--- config.mk ---
export PLATFORM = sky130hd
export DESIGN_NAME = spi_axi_regs
export DESIGN_NICKNAME = d
export VERILOG_FILES = /design/src/rtl/spi_axi_regs.sv
export SDC_FILE = /design/constraint.sdc
export NUM_CORES = 1
export LEC_CHECK = 0
export ABC_AREA = 1
export CELL_PAD_IN_SITES_DETAIL_PLACEMENT = 1
export CELL_PAD_IN_SITES_GLOBAL_PLACEMENT = 1
export CORE_MARGIN = 1.5
export CORE_UTILIZATION = 29
export CTS_CLUSTER_SIZE = 20
export DETAILED_ROUTE_END_ITERATION = 16
export PLACE_DENSITY_LB_ADDON = 0.1
export SLEW_MARGIN = 5
export SYNTH_ARGS = -nofsm -noshare
export SYNTH_HDL_FRONTEND = slang
export SYNTH_SLANG_ARGS = --single-unit
--- constraint.sdc ---
create_clock -name GCLK -period 1.2 [get_ports GCLK]
set_input_delay 0.18 -clock GCLK [delete_from_list [all_inputs] [get_ports GCLK]]
set_output_delay 0.18 -clock GCLK [all_outputs]
set_load 0.05 [all_outputs]
--- src/rtl/spi_axi_regs.sv ---
// rtl/spi_axi_regs.sv - AXI4-Lite register bank and launch control for the SPI master engine
module spi_axi_regs #(
  parameter int         ADDR_W    = 5,
  parameter logic [7:0] IFG_RST   = 8'd4,
  parameter logic [7:0] CSSCK_RST = 8'd2
) (
  input  logic              GCLK,
  input  logic              RST,
  input  logic [ADDR_W-1:0] s_awaddr,
  input  logic              s_awvalid,
  output logic              s_awready,
  input  logic [31:0]       s_wdata,
  input  logic [3:0]        s_wstrb,
  input  logic              s_wvalid,
  output logic              s_wready,
  output logic [1:0]        s_bresp,
  output logic              s_bvalid,
  input  logic              s_bready,
  input  logic [ADDR_W-1:0] s_araddr,
  input  logic              s_arvalid,
  output logic              s_arready,
  output logic [31:0]       s_rdata,
  output logic [1:0]        s_rresp,
  output logic              s_rvalid,
  input  logic              s_rready,
  output logic [1:0]        spi_mode,
  output logic [1:0]        sck_speed,
  output logic [1:0]        word_len,
  output logic [7:0]        t_IFG,
  output logic [7:0]        t_CS_SCK,
  output logic [7:0]        t_SCK_CS,
  output logic              start,
  output logic [31:0]       mosi_data,
  input  logic              busy,
  input  logic [31:0]       miso_data,
  output logic              irq
);

  localparam int IW = ADDR_W - 2;
  localparam logic [IW-1:0] A_CTRL   = IW'(0);
  localparam logic [IW-1:0] A_STATUS = IW'(1);
  localparam logic [IW-1:0] A_TIMING = IW'(2);
  localparam logic [IW-1:0] A_TXDATA = IW'(3);
  localparam logic [IW-1:0] A_RXDATA = IW'(4);
  localparam logic [1:0]    OKAY     = 2'b00;
  localparam logic [1:0]    SLVERR   = 2'b10;

  typedef enum logic [1:0] {ST_IDLE, ST_LAUNCH, ST_RUN} st_t;

  st_t           st;
  logic          ie;
  logic          done;
  logic [31:0]   rx_q;
  logic          wr_pulse;
  logic          rd_pulse;
  logic          pend;
  logic          stat_busy;
  logic [IW-1:0] widx;
  logic [IW-1:0] ridx;
  logic          wr_cfg;
  logic          wr_mapped;
  logic          wr_cfg_ok;
  logic          launch;
  logic          done_clr;
  logic [31:0]   rd_mux;
  logic          rd_err;
  logic          unused_addr_lsbs;

  assign unused_addr_lsbs = ^{s_awaddr[1:0], s_araddr[1:0]};

  assign widx      = s_awaddr[ADDR_W-1:2];
  assign ridx      = s_araddr[ADDR_W-1:2];
  assign pend      = (st != ST_IDLE);
  assign stat_busy = pend | busy;
  assign s_awready = wr_pulse;
  assign s_wready  = wr_pulse;
  assign s_arready = rd_pulse;
  assign irq       = done & ie;

  // Decode the write in its handshake cycle; config writes are frozen while a transfer is in flight
  always_comb begin
    wr_cfg    = (widx == A_CTRL) || (widx == A_TIMING) || (widx == A_TXDATA);
    wr_mapped = wr_cfg || (widx == A_STATUS) || (widx == A_RXDATA);
    wr_cfg_ok = wr_pulse && wr_cfg && !stat_busy;
    launch    = wr_cfg_ok && (widx == A_CTRL) && s_wstrb[1] && s_wdata[8];
    done_clr  = wr_pulse && (widx == A_STATUS) && s_wstrb[0] && s_wdata[1];
  end

  // Read mux; START is write-only and always reads back as 0
  always_comb begin
    rd_mux = 32'd0;
    rd_err = 1'b0;
    case (ridx)
      A_CTRL:   rd_mux = {22'd0, ie, 3'd0, word_len, sck_speed, spi_mode};
      A_STATUS: rd_mux = {30'd0, done, stat_busy};
      A_TIMING: rd_mux = {8'd0, t_SCK_CS, t_CS_SCK, t_IFG};
      A_TXDATA: rd_mux = mosi_data;
      A_RXDATA: rd_mux = rx_q;
      default:  rd_err = 1'b1;
    endcase
  end

  // Write channel: one-cycle ready pulse, then a held response until the master takes it
  always_ff @(posedge GCLK) begin
    if (RST) begin
      wr_pulse <= 1'b0;
      s_bvalid <= 1'b0;
      s_bresp  <= OKAY;
    end else begin
      wr_pulse <= s_awvalid && s_wvalid && !s_bvalid && !wr_pulse;
      if (wr_pulse) begin
        s_bvalid <= 1'b1;
        s_bresp  <= (!wr_mapped || (wr_cfg && stat_busy)) ? SLVERR : OKAY;
      end else if (s_bvalid && s_bready) begin
        s_bvalid <= 1'b0;
      end
    end
  end

  // Read channel: data is captured during the ready pulse and held until accepted
  always_ff @(posedge GCLK) begin
    if (RST) begin
      rd_pulse <= 1'b0;
      s_rvalid <= 1'b0;
      s_rdata  <= 32'd0;
      s_rresp  <= OKAY;
    end else begin
      rd_pulse <= s_arvalid && !s_rvalid && !rd_pulse;
      if (rd_pulse) begin
        s_rvalid <= 1'b1;
        s_rdata  <= rd_mux;
        s_rresp  <= rd_err ? SLVERR : OKAY;
      end else if (s_rvalid && s_rready) begin
        s_rvalid <= 1'b0;
      end
    end
  end

  // Configuration, timing and TX registers with per-byte strobes
  always_ff @(posedge GCLK) begin
    if (RST) begin
      spi_mode  <= 2'd0;
      sck_speed <= 2'd0;
      word_len  <= 2'd0;
      ie        <= 1'b0;
      t_IFG     <= IFG_RST;
      t_CS_SCK  <= CSSCK_RST;
      t_SCK_CS  <= CSSCK_RST;
      mosi_data <= 32'd0;
    end else if (wr_cfg_ok) begin
      case (widx)
        A_CTRL: begin
          if (s_wstrb[0]) begin
            spi_mode  <= s_wdata[1:0];
            sck_speed <= s_wdata[3:2];
            word_len  <= s_wdata[5:4];
          end
          if (s_wstrb[1]) ie <= s_wdata[9];
        end
        A_TIMING: begin
          if (s_wstrb[0]) t_IFG    <= s_wdata[7:0];
          if (s_wstrb[1]) t_CS_SCK <= s_wdata[15:8];
          if (s_wstrb[2]) t_SCK_CS <= s_wdata[23:16];
        end
        A_TXDATA: begin
          for (int b = 0; b < 4; b++) begin
            if (s_wstrb[b]) mosi_data[8*b +: 8] <= s_wdata[8*b +: 8];
          end
        end
        default: ;
      endcase
    end
  end

  // Launch FSM with DONE/RXDATA capture; a completion in the same cycle as a W1C keeps DONE set
  always_ff @(posedge GCLK) begin
    if (RST) begin
      st    <= ST_IDLE;
      start <= 1'b0;
      done  <= 1'b0;
      rx_q  <= 32'd0;
    end else begin
      if (done_clr) done <= 1'b0;
      case (st)
        ST_IDLE: begin
          if (launch) begin
            st    <= ST_LAUNCH;
            start <= 1'b1;
          end
        end
        ST_LAUNCH: begin
          if (busy) begin
            st    <= ST_RUN;
            start <= 1'b0;
          end
        end
        ST_RUN: begin
          if (!busy) begin
            st   <= ST_IDLE;
            rx_q <= miso_data;
            done <= 1'b1;
          end
        end
        default: begin
          st    <= ST_IDLE;
          start <= 1'b0;
        end
      endcase
    end
  end

endmodule

==> flow_summary.toml, run 1 <==
[worst_setup_path]
cp-end-kind = "flip-flop"
critical_path.endpoint = "t_CS_SCK[3]"
r2r_slack_ns = -0.28
start_kind = "flip-flop"
r2r_start = "st[1]"
r2r_cells = 9
critPathMaxFanout = 8
criticalPathCategory = "reg2reg"
r2r_end = "t_CS_SCK[3]"
crit_buf_inv = 2
cp.required_ns = 1.56
cp_slowest_cell = "dfxtp_2"
crit_path_cell_trace = "nor2_4, nand3_2, nor2_4, buf_4, clkbuf_16, nand3_4, nand2_1, nand2_1, nor2_1"
path_delay_family = "simple AND/OR/NAND/NOR gates"
slowest_delay_ns = 0.34
startpoint = "st[1]"
path_depth = 9
crit_arrival_ns = 1.83

[status]
status = "finished, violations left"
violations = "negative setup slack"

[synth]
synth.most_common_cell = "nand2_1"
synth.area.top_cells = "dfxtp_1, nand2_1, nor2_1"
yosys_register_bits = 137
synthDistinctLibCells = 27
synth_flop_cell = "dfxtp_1"
synth-edff-count = 0
async_flop_share_pct = 0
synth_top_area_share_pct = 45.1
yosysSeqAreaShare_pct = 45.1
synth_top_cell_by_area = "dfxtp_1"
yosys_warnings = 0
avgSynthCellArea_um2 = 6.94
synth_common_cells = "nand2_1, dfxtp_1, nor2_1"
syn_area_um2 = 6080
synthCells = 876

[global_route]
grt.overflow.total = 0
antenna_found_initial = 0
grt_use_total_pct = 23.4
grt_pass1_wl_mm = 38.9
grt_pass1_vias = 6937
grt_max_degree = 56

[drt]
wire_per_inst_um = 18.2
wl_met1_mm = 11.5
drtIter0Drc = 250
wl_mm = 25.5
dr.pass1.iters = 4
wl_met2_mm = 12.3
wl_met3_mm = 1.18
vias = 6715
maxUsedRoutingLayer = "met4"
ant_nets = 0
via_per_inst = 4.81
drc = 0

[layout]
nNetsFinal = 1200
drive_above_1_share_pct = 35.5
area_delta_synth_final_pct = 84.0
stdcell_area_um2 = 11200
finish.utilization_pct = 54.9
antenna_cells = 0
finalNonFillerCells = 1397

[clock_tree]
worst_skew_pair.late_latency_ns = 0.42
cts.clk_slew.worst_paths_ns = 0.06
cts_sinks = 137
cts_buffer_depth = 2
htreeDepth = 4
hold_buffers = 0
cts_tree = "yes"
cts_buffers = 17
cts_root_buffer = "clkbuf_16"

[job]
cap_violations = 0

[placed_design]
place_area_um2 = 9560
hpwl_mm = 16.1
io_buffers = 184
dp_cells = 1332
dp_slack_ns = -1.04
globalplace.congestion = 0.745

[min_path]
hp-class = "in2reg"

[timing]
fmax_mhz = 677
postLayoutSetupSlackWorst_ns = -0.278
finalClockSkew_ns = 0.00894
setup_viol = 103
rsz0062_at_grt = "yes"
finalSetupTns_ns = -15.41
final_max_slew_viol_count = 0
period_share_pct = 123
finalHoldViolCount = 0
fin_crit_ns = 1.48

[floorplan]
start_util_pct = 29.8
io_pins = 191
die_y_um = 148
die_area_um2 = 21800
die_w_um = 148
fp.coreArea_um2 = 20400
row_count = 52

[power]
powerDensity_nw_per_um2 = 1030
vdd_ir_drop_max_uv = 908
p_leak_uw = 0.00457
layout make-up:
class                      instances  area (um^2)
sequential                       137         2820
multi-input combinational        590         3100
fill                            2308         9180
timing repair buffer             269         3920
clock buffer                      18          439
inverter                          99          379
clock inverter                    14          194
tap                              270          338
worst min-delay path by stage:
stage,startpoint,endpoint,depth (start not counted)
global route,RST,s_bvalid,3
finish,RST,s_bvalid,3
global placement,rx_q[3],rx_q[3],2
detailed placement,rx_q[20],rx_q[20],2
floorplan,s_rready,s_rvalid,1
CTS,RST,s_bvalid,3
flip-flops by register name (all words and copies together) (netlist names):
signal / count
sck_speed: 2
word_len: 2
start: 1
t_CS_SCK: 8
s_bvalid: 1
spi_mode: 2
rx_q: 32
s_bresp: 1
t_IFG: 8
mosi_data: 32
s_rresp: 1
s_arready: 1
s_rvalid: 1
st: 2
done: 1
t_SCK_CS: 8
ie: 1
s_rdata: 32
s_awready: 1
stage by stage:
step	total power (uW)	hold slack, ns
after global placement	5710	0.434
after floorplan	5050	0.283
final	11500	0.232
after detailed placement	5710	0.438
after CTS	11500	0.225
after global routing	11900	0.260
layer usage:
metal	up-vias	track usage, %
met4	0	6.10
met3	25	4.54
met5	-	0
li1	3292	-
met2	172	39.4
met1	3226	30.6
cells by family (layout without fill, tap and decap cells):
logic type	Yosys count	in the layout	synth area share (%)
simple gates	433	438	31.2
buf+inv	155	400	11.1
compound gates	150	150	12.5
flops	137	137	45.1
other cells	1	2	0.0617
worst min-delay path: cells and delay by family:
family | cells | cell delay, ns
buf+inv | 2 | 0.32
simple gates | 1 | 0.11
cells in the final DEF (no fill, tap or decap), types with 5 or more instances in the layout:
cell / n
a21oi_1: 71
a21oi_2: 5
buf_12: 120
buf_16: 5
buf_4: 50
buf_6: 7
clkbuf_16: 19
clkdlybuf4s50_1: 76
dfxtp_1: 79
dfxtp_2: 56
inv_1: 90
inv_2: 7
nand2_1: 154
nand2_2: 39
nand2_4: 5
nand3_1: 56
nand3_4: 12
nand4_1: 31
nor2_1: 107
nor2_2: 22
o21ai_0: 39
o21ai_1: 15
o21ai_2: 14
timing repair:
action | 4_1_cts | 5_1_grt
setup endpoints to repair | 159 | 129
gates cloned | 10 | 3
buffers inserted | 16 | 4
pin swaps | 12 | 20
resized for setup | 111 | 112
power by group:
part | total (uW) | leakage, uW | internal, uW | switching (uW)
registers | 4590 | 0.00113 | 4570 | 26.5
clock network | 5730 | 0.000307 | 3550 | 2180
logic | 1170 | 0.00313 | 550 | 621
(Power assumes the default switching activity.)
==> run 2: changes to the inputs <==
- SLEW_MARGIN: 5 -> not set
==> results of run 2 <==
Final layout, timing and power as in run 1 (identical DEF).
==> run 3: changes to the inputs <==
- CAP_MARGIN: not set -> 20
==> results of run 3 <==
Final layout, timing and power as in run 1 (identical DEF).
